**src/rtl/rp_bary_normalize.sv**
```systemverilog
// rp_bary_normalize: divides two signed edge numerators by the signed area
// denominator, producing Q0.FRAC_W barycentric weights plus inside/degenerate flags.
module rp_bary_normalize #(
    parameter int IN_W   = 36,
    parameter int FRAC_W = 8,
    parameter int TAG_W  = 20,
    parameter int ROUND  = 0
) (
    input  logic              clock,
    input  logic              reset_n,
    input  logic              in_valid,
    output logic              in_ready,
    input  logic [IN_W-1:0]   numerator1,
    input  logic [IN_W-1:0]   numerator2,
    input  logic [IN_W-1:0]   denominator,
    input  logic [TAG_W-1:0]  in_tag,
    output logic              out_valid,
    input  logic              out_ready,
    output logic [FRAC_W-1:0] w1,
    output logic [FRAC_W-1:0] w2,
    output logic [FRAC_W-1:0] w3,
    output logic              out_of_bounds,
    output logic              degenerate,
    output logic [TAG_W-1:0]  out_tag
);
    // stage 0 normalises, stages 1..FRAC_W+1 each retire one quotient bit
    localparam int NS = FRAC_W + 2;
    localparam int RW = IN_W + 2;
    localparam int QW = FRAC_W + 1;
    localparam int SW = IN_W + 1;

    localparam logic signed [FRAC_W+2:0] FULL = {3'b001, {FRAC_W{1'b0}}};

    logic advance;
    assign advance  = ~out_valid | out_ready;
    assign in_ready = advance;

    logic             vld_d  [NS];
    logic             vld_q  [NS];
    logic [IN_W-1:0]  den_d  [NS];
    logic [IN_W-1:0]  den_q  [NS];
    logic [RW-1:0]    rem1_d [NS];
    logic [RW-1:0]    rem1_q [NS];
    logic [RW-1:0]    rem2_d [NS];
    logic [RW-1:0]    rem2_q [NS];
    logic [QW-1:0]    quo1_d [NS];
    logic [QW-1:0]    quo1_q [NS];
    logic [QW-1:0]    quo2_d [NS];
    logic [QW-1:0]    quo2_q [NS];
    logic             sat1_d [NS];
    logic             sat1_q [NS];
    logic             sat2_d [NS];
    logic             sat2_q [NS];
    logic             oob_d  [NS];
    logic             oob_q  [NS];
    logic             deg_d  [NS];
    logic             deg_q  [NS];
    logic [TAG_W-1:0] tag_d  [NS];
    logic [TAG_W-1:0] tag_q  [NS];

    logic [RW-1:0]    sh1 [NS];
    logic [RW-1:0]    sh2 [NS];
    logic             ge1 [NS];
    logic             ge2 [NS];

    logic                 flip;
    logic signed [SW-1:0] d_s;
    logic signed [SW-1:0] n1_s;
    logic signed [SW-1:0] n2_s;
    logic signed [RW-1:0] sum_s;

    // sign normalisation, exact bounds test and one restoring step per stage
    always_comb begin
        flip  = denominator[IN_W-1];
        d_s   = {denominator[IN_W-1], denominator};
        n1_s  = {numerator1[IN_W-1], numerator1};
        n2_s  = {numerator2[IN_W-1], numerator2};
        if (flip) begin
            d_s  = -d_s;
            n1_s = -n1_s;
            n2_s = -n2_s;
        end
        sum_s = {n1_s[SW-1], n1_s} + {n2_s[SW-1], n2_s};

        vld_d[0]  = in_valid;
        den_d[0]  = d_s[IN_W-1:0];
        rem1_d[0] = {2'b00, n1_s[IN_W-1:0]};
        rem2_d[0] = {2'b00, n2_s[IN_W-1:0]};
        quo1_d[0] = '0;
        quo2_d[0] = '0;
        sat1_d[0] = (n1_s >= d_s);
        sat2_d[0] = (n2_s >= d_s);
        deg_d[0]  = (d_s == '0);
        oob_d[0]  = deg_d[0] | n1_s[SW-1] | n2_s[SW-1]
                  | (sum_s > $signed({1'b0, d_s}));
        tag_d[0]  = in_tag;

        sh1[0] = '0;
        sh2[0] = '0;
        ge1[0] = 1'b0;
        ge2[0] = 1'b0;

        for (int k = 1; k < NS; k++) begin
            sh1[k]    = {rem1_q[k-1][RW-2:0], 1'b0};
            sh2[k]    = {rem2_q[k-1][RW-2:0], 1'b0};
            ge1[k]    = sh1[k] >= {2'b00, den_q[k-1]};
            ge2[k]    = sh2[k] >= {2'b00, den_q[k-1]};
            rem1_d[k] = ge1[k] ? sh1[k] - {2'b00, den_q[k-1]} : sh1[k];
            rem2_d[k] = ge2[k] ? sh2[k] - {2'b00, den_q[k-1]} : sh2[k];
            quo1_d[k] = {quo1_q[k-1][QW-2:0], ge1[k]};
            quo2_d[k] = {quo2_q[k-1][QW-2:0], ge2[k]};
            vld_d[k]  = vld_q[k-1];
            den_d[k]  = den_q[k-1];
            sat1_d[k] = sat1_q[k-1];
            sat2_d[k] = sat2_q[k-1];
            oob_d[k]  = oob_q[k-1];
            deg_d[k]  = deg_q[k-1];
            tag_d[k]  = tag_q[k-1];
        end
    end

    // every pipeline stage moves together on advance and holds otherwise
    always_ff @(posedge clock or negedge reset_n) begin
        if (!reset_n) begin
            for (int k = 0; k < NS; k++) begin
                vld_q[k]  <= 1'b0;
                den_q[k]  <= '0;
                rem1_q[k] <= '0;
                rem2_q[k] <= '0;
                quo1_q[k] <= '0;
                quo2_q[k] <= '0;
                sat1_q[k] <= 1'b0;
                sat2_q[k] <= 1'b0;
                oob_q[k]  <= 1'b0;
                deg_q[k]  <= 1'b0;
                tag_q[k]  <= '0;
            end
        end else if (advance) begin
            for (int k = 0; k < NS; k++) begin
                vld_q[k]  <= vld_d[k];
                den_q[k]  <= den_d[k];
                rem1_q[k] <= rem1_d[k];
                rem2_q[k] <= rem2_d[k];
                quo1_q[k] <= quo1_d[k];
                quo2_q[k] <= quo2_d[k];
                sat1_q[k] <= sat1_d[k];
                sat2_q[k] <= sat2_d[k];
                oob_q[k]  <= oob_d[k];
                deg_q[k]  <= deg_d[k];
                tag_q[k]  <= tag_d[k];
            end
        end
    end

    logic              rb1;
    logic              rb2;
    logic [QW-1:0]     qf1;
    logic [QW-1:0]     qf2;
    logic [FRAC_W-1:0] w1_d;
    logic [FRAC_W-1:0] w2_d;
    logic [FRAC_W-1:0] w3_d;
    logic signed [FRAC_W+2:0] w3_s;

    // drop the extra quotient bit (or round on it), saturate, derive w3
    always_comb begin
        rb1  = (ROUND != 0) & quo1_q[NS-1][0];
        rb2  = (ROUND != 0) & quo2_q[NS-1][0];
        qf1  = {1'b0, quo1_q[NS-1][QW-1:1]} + {{FRAC_W{1'b0}}, rb1};
        qf2  = {1'b0, quo2_q[NS-1][QW-1:1]} + {{FRAC_W{1'b0}}, rb2};
        w1_d = (sat1_q[NS-1] | qf1[FRAC_W]) ? '1 : qf1[FRAC_W-1:0];
        w2_d = (sat2_q[NS-1] | qf2[FRAC_W]) ? '1 : qf2[FRAC_W-1:0];
        w3_s = FULL - $signed({3'b000, w1_d}) - $signed({3'b000, w2_d});
        if (w3_s[FRAC_W+2]) begin
            w3_d = '0;
        end else if (w3_s[FRAC_W+1:FRAC_W] != 2'b00) begin
            w3_d = '1;
        end else begin
            w3_d = w3_s[FRAC_W-1:0];
        end
        if (oob_q[NS-1]) begin
            w1_d = '0;
            w2_d = '0;
            w3_d = '0;
        end
    end

    logic              ov_q;
    logic [FRAC_W-1:0] w1_q;
    logic [FRAC_W-1:0] w2_q;
    logic [FRAC_W-1:0] w3_q;
    logic              ob_q;
    logic              dg_q;
    logic [TAG_W-1:0]  ot_q;

    // output register, held stable while downstream stalls
    always_ff @(posedge clock or negedge reset_n) begin
        if (!reset_n) begin
            ov_q <= 1'b0;
            w1_q <= '0;
            w2_q <= '0;
            w3_q <= '0;
            ob_q <= 1'b0;
            dg_q <= 1'b0;
            ot_q <= '0;
        end else if (advance) begin
            ov_q <= vld_q[NS-1];
            w1_q <= w1_d;
            w2_q <= w2_d;
            w3_q <= w3_d;
            ob_q <= oob_q[NS-1];
            dg_q <= deg_q[NS-1];
            ot_q <= tag_q[NS-1];
        end
    end

    assign out_valid     = ov_q;
    assign w1            = w1_q;
    assign w2            = w2_q;
    assign w3            = w3_q;
    assign out_of_bounds = ob_q;
    assign degenerate    = dg_q;
    assign out_tag       = ot_q;

endmodule
```
**config.mk**
```make
export PLATFORM = sky130hd
export DESIGN_NAME = rp_bary_normalize
export DESIGN_NICKNAME = d
export VERILOG_FILES = /design/src/rtl/rp_bary_normalize.sv
export SDC_FILE = /design/constraint.sdc
export NUM_CORES = 2
export LEC_CHECK = 0
export CAP_MARGIN = 25
export CORE_MARGIN = 1.5
export CORE_UTILIZATION = 45
export CTS_BUF_LIST = sky130_fd_sc_hd__clkbuf_16
export CTS_CLUSTER_DIAMETER = 40
export DETAILED_ROUTE_END_ITERATION = 6
export PLACE_DENSITY = 0.62
export SYNTH_ARGS = -nofsm -noshare
export SYNTH_HDL_FRONTEND = slang
export SYNTH_SLANG_ARGS = --single-unit
```
**constraint.sdc**
```tcl
create_clock -name clock -period 10.2 [get_ports clock]
set_input_delay 2.04 -clock clock [delete_from_list [all_inputs] [get_ports clock]]
set_output_delay 2.04 -clock clock [all_outputs]
set_load 0.01 [all_outputs]
```
Yosys cells after proc, flatten, opt, wreduce, memory -nomap -nowiden:

Cells that the tools add are included.

* $add $sub $neg: 22
* $lt $le $gt $ge: 21
* muxes and demuxes: 26
* bitwise gates (word level): 5
* reductions and logical operators: 2

Operator list (count)
* $mux 37: 19
* $ge 38x36->1: 16
* $sub 37x36->37: 16
* $neg 36->37: 3
* $ge 37x36->1: 2
* $ge 37x37->1: 2
* $mux 8: 7
* $add 37x37->38: 1
* $gt 38x38->1: 1
* $logic_not 37->1: 1
* $sub 10x9->11: 1
* $sub 9x8->10 const A: 1
* $or 1x1->1: 4
* $reduce_bool 2->1: 1
* $not 1->1: 1

* bits in registers: 1375
* input port bits: 132
* logic and storage cells: 188

Longest topological paths before layout:

* depth in word-level cells: 7
* gate-level depth with buffers: 32
* gate-level depth less buffers: 29

Worst setup path before layout:

No wires, ideal clock.

* path type: input-to-reg
* start point: input denominator[35]
* end point: register oob_q, in the netlist oob_d[8]
* setup time: 0.126 ns
* arrival time: 7.788 ns
* required time: 10.074 ns
* path slack: 2.286 ns
* cell stages on the path: 30
* buffers on the path: 6
* cell sequence: clkbuf_1 > clkbuf_1 > clkbuf_1 > clkbuf_1 > clkbuf_1 > buf_1 > o31ai_1 > xnor2_1 > ha_1 > and3_1 > a41oi_1 > a31oi_1 > o221ai_1 > a31oi_1 > a31oi_2 > o41ai_4 > a41o_1 > o31a_1 > a21o_1 > a21oi_1 > xnor2_1 > ha_1 > a21o_1 > a21o_1 > a21oi_1 > nor2b_1 > o21ai_0 > nand4_1 > o2111ai_1 > a21oi_2

* elaborated cells on any way between the ends: 10
* those cells by class: add/sub: 2; order compare: 1; mux: 3; bitwise: 3; reduce/logical: 1

RTL lines
* from (decl): RTL line 15 `input logic [IN_W-1:0] denominator,`
* $mux 37: RTL line 78 `if (flip) begin`
* via n2_s[3]: RTL line 69 `logic signed [SW-1:0] n2_s;`
* $add 37x37->38: RTL line 83 `sum_s = {n1_s[SW-1], n1_s} + {n2_s[SW-1], n2_s};`
* $gt 38x38->1: RTL line 95 `| (sum_s > $signed({1'b0, d_s}));`
* $or 1x1->1: RTL line 95
* to (signal, indexed assignment): RTL line 148 `oob_q[k] <= oob_d[k];`
* to (decl): RTL line 55 `logic oob_q [NS];`

The timed path passes the listed nets, and every way through them passes these cells.
A chain may end at the register's enable or synchronous reset.

Worst setup path in the final report:

* start point: input numerator1[4]
* end point: register oob_q, in the netlist oob_d[8]

* longest elaborated chain between the ends: 5
* elaborated cells on any way between the ends: 7
* those cells by class: add/sub: 2; order compare: 1; mux: 1; bitwise: 3

RTL lines
* from (decl): RTL line 13 `input logic [IN_W-1:0] numerator1,`
* $neg 36->37: RTL line 80 `n1_s = -n1_s;`
* $mux 37: RTL line 78
* via n1_s[16]: RTL line 68 `logic signed [SW-1:0] n1_s;`
* $add 37x37->38: RTL line 83
* $gt 38x38->1: RTL line 95
* $or 1x1->1: RTL line 95

The timed path passes the listed nets, and every way through them passes these cells.

==> impl_metrics.env <==
export IMPL_synthArstFlopShare_pct=100
export IMPL_start_kind="input pin"
export IMPL_synth_edf_count=0
export IMPL_grt_max_degree=171
export IMPL_antenna_cells=0
export IMPL_rows=159
export IMPL_cp_arrival_ns=8.58
export IMPL_clock_latency_ns=0.88
export IMPL_cp_max_fo=7
export IMPL_root_buffer="clkbuf_16"
export IMPL_syn_area_um2=85000
export IMPL_cts_clk_slew_worst_paths_ns=0.05
export IMPL_first_global_vias=72700
export IMPL_vias=73900
export IMPL_dpl_hpwl_um=205000
export IMPL_seq_area_frac_synth_pct=37.2
export IMPL_area_delta_synth_final_pct=14.2
export IMPL_final_max_slew_violation_count=0
export IMPL_cts_tree="done"
export IMPL_dieArea_um2=192000
export IMPL_drive_gt1_share_pct=5.30
export IMPL_die_y_um=438
export IMPL_clk_path_buf_depth=3
export IMPL_dr_pass1_iters=7
export IMPL_initial_core_util_pct=45.3
export IMPL_max_cap_viol_count=0
export IMPL_place_congestion=0.935
export IMPL_setup_tns_final_ns=0
export IMPL_io_pins=180
export IMPL_overflow=0
export IMPL_htree_levels=4
export IMPL_num_fill_cells=17900
export IMPL_wirelength_um=264000
export IMPL_rsz0062_at_grt="false"
export IMPL_tightest_slew_ns=1.23
export IMPL_cts_setup_buffers=0
export IMPL_timing_slew_headroom_pct=17.1
export IMPL_die_w_um=438
export IMPL_ys_ff_latch=1263
export IMPL_synthFlopType="dfrtp_1"
export IMPL_fmax_mhz=127
export IMPL_hold_viol=0
export IMPL_critPathRequiredTime_ns=10.89
export IMPL_setup_violations=0
export IMPL_grt_pass1_wl_um=416000
export IMPL_ant_nets=0
export IMPL_synth_distinct_cells=97
export IMPL_status="finished with violations"
export IMPL_syn_area_per_cell_um2=8.13
export IMPL_port_buffers=179
export IMPL_finClkSkew_ns=0.0983
export IMPL_synthCells=10500
export IMPL_hold_path_class="reg2reg"
export IMPL_cts_inserted_buffers=218
export IMPL_period_needed_ns=7.89
export IMPL_synth_top_area_share_pct=37.2
export IMPL_grt_util_all_layers_pct=27.3
export IMPL_nets=11400
export IMPL_drc_errors=2
export IMPL_viasPerCell=5.61
export IMPL_finalCritPeriodShare_pct=77.3
export IMPL_worstSetupPathType="in2reg"
export IMPL_failed_checks="design-rule violations"
export IMPL_cts_hold_fix_buffers=0
export IMPL_cp_end_kind="flip-flop"
export IMPL_cts_resized=0
export IMPL_synth_area_leaders="dfrtp_1 (37%), ha_1 (11%), nand2_1 (8.0%), a21oi_1 (7.0%), nor2_1 (5.3%)"
export IMPL_post_route_util_pct=51.7
export IMPL_grt_antenna_before_repair=1
export IMPL_placeableCoreArea_um2=188000
export IMPL_clkSinkCount=1263
export IMPL_regToRegSetupSlack_ns=4.72
export IMPL_ys_warn_count=0
export IMPL_yosysTopAreaCell="dfrtp_1"
export IMPL_drt_iter0_markers=4778
export IMPL_wl_per_cell_um=20.1
[layout by cell type (no fill, tap or decap), types with 139 or more instances in the layout]
master / synthesis / final
o21ai_0: 718 / 718
a21oi_1: 1196 / 1190
dfrtp_1: 1263 / 1263
nor2_1: 1200 / 1200
inv_1: 449 / 469
clkbuf_16: 0 / 218
nand2_1: 1815 / 1815
ha_1: 729 / 729
nand3_1: 139 / 139
clkdlybuf4s50_1: 0 / 177
xor2_1: 247 / 247
xnor2_1: 302 / 302
a21o_1: 372 / 371
[final cells by class]
cell class                 count  area [um2]  area share [%]
clock inverter               192        2380            2.46
sequential                  1263       31600            32.5
multi-input combinational   8287       50100            51.6
tap                         2495        3120            3.21
clock buffer                 218        5460            5.62
inverter                     450        1700            1.75
timing repair buffer         277        2730            2.81
[synth_stat cells (all sizes together), types with 18 or more instances]
| master | instances |
|---|---|
| clkbuf | 425 |
| dfrtp | 1263 |
| xnor2 | 303 |
| and3 | 58 |
| o21ai | 724 |
| a221o | 22 |
| buf | 34 |
| o41ai | 27 |
| o31ai | 65 |
| xor2 | 250 |
| a211oi | 52 |
| nand3 | 140 |
| inv | 450 |
| nor2 | 1200 |
| a21oi | 1197 |
| ha | 729 |
| mux2i | 88 |
| nor2b | 132 |
| or3 | 56 |
| a221oi | 18 |
| o21bai | 62 |
| nor4 | 45 |
| a21boi | 29 |
| o21a | 105 |
| nor3 | 127 |
| o211ai | 32 |
| a21o | 372 |
| and2 | 32 |
| nand2b | 87 |
| o22ai | 19 |
| or4 | 25 |
| o31a | 30 |
| or2 | 27 |
| nand2 | 1815 |
| a31oi | 105 |
| nand4 | 99 |
[cells by family (layout without fill, tap and decap cells)]
kind of cell,Yosys count,after routing,share of synthesized area [%]
AO/OA/AOI/OAI,2991,2991,21.1
XOR/XNOR,553,553,5.73
adder cells (fa/ha/maj),748,748,11.1
buffers and inverters,909,1137,4.03
flip-flops,1263,1263,37.2
multiplexers,102,102,1.22
other,1,3,0.00441
AND/OR/NAND/NOR,3890,3890,19.6
[path summary, 6_finish.rpt]
kind                                        startpoint  cells after the start                 endpoint
worst max-delay path                     numerator1[4]                     26     oob_d[8]$_DFFE_PN0P_
worst min-delay path             sat1_d[5]$_DFFE_PN0P_                      2    sat1_d[4]$_DFFE_PN0P_
worst max register to register  den_d[302]$_DFFE_PN0P_                     15  rem1_q[315]$_DFFE_PN0P_
worst min register to register   sat1_d[5]$_DFFE_PN0P_                      2    sat1_d[4]$_DFFE_PN0P_
max in group asynchronous                      reset_n                      3  rem1_q[361]$_DFFE_PN0P_
min in group asynchronous                      reset_n                      1   rem1_q[76]$_DFFE_PN0P_
[per-stage QoR]
step                cells  worst slack, ns  area, um2  hold slack [ns]
floorplan           10500             2.29      85000            0.430
global placement    12800             1.43      89100            0.448
detailed placement  12800             1.48      89200            0.454
CTS                 13200             2.33      97000            0.396
global route        13200             1.84      97100            0.437
finish              13200             2.31      97100            0.405
[routing by layer]
layer  share of wire (%)  vias to the layer above  GRT usage (%)
met1                  44                    35400           35.0
met2                  48                     1532           46.5
met4                 4.7                        0           12.2
met3                 3.4                      470           2.96
li1                    -                    36500              -
met5                   0                        -              0
[state kept, by name, summed over array words and instances (netlist names), 9 cells and up]
name	count
sat1_d	9
den_d	288
rem1_q	295
tag_d	180
quo2_d	36
sat2_d	9
vld_d	9
tag_q	20
quo1_d	36
rem2_q	295
oob_d	9
out_tag	20
deg_d	9
[critical path: stages]
cell             delay [ns]
clkdlybuf4s50_1        0.47
nor4_2                 0.67
nand4b_1               0.27
or2_2                  0.41
o41ai_1                0.33
xnor2_1                0.26
ha_1                   0.45
nand4_1                0.16
o21a_1                 0.21
a31oi_1                0.36
a31oi_2                0.24
o41ai_4                0.49
a41o_1                 0.28
o31a_1                 0.19
a21o_1                 0.13
a21oi_1                0.08
xnor2_1                0.19
ha_1                   0.28
a21o_1                 0.18
a21o_1                 0.17
a21oi_1                0.14
nor2b_1                0.05
o21ai_0                0.14
nand4_1                0.12
o2111ai_1              0.17
a21oi_2                0.09
Power is left out: the tool's default activity adds up to more than one toggle a clock period on the data nets, which glitch-free logic cannot reach.
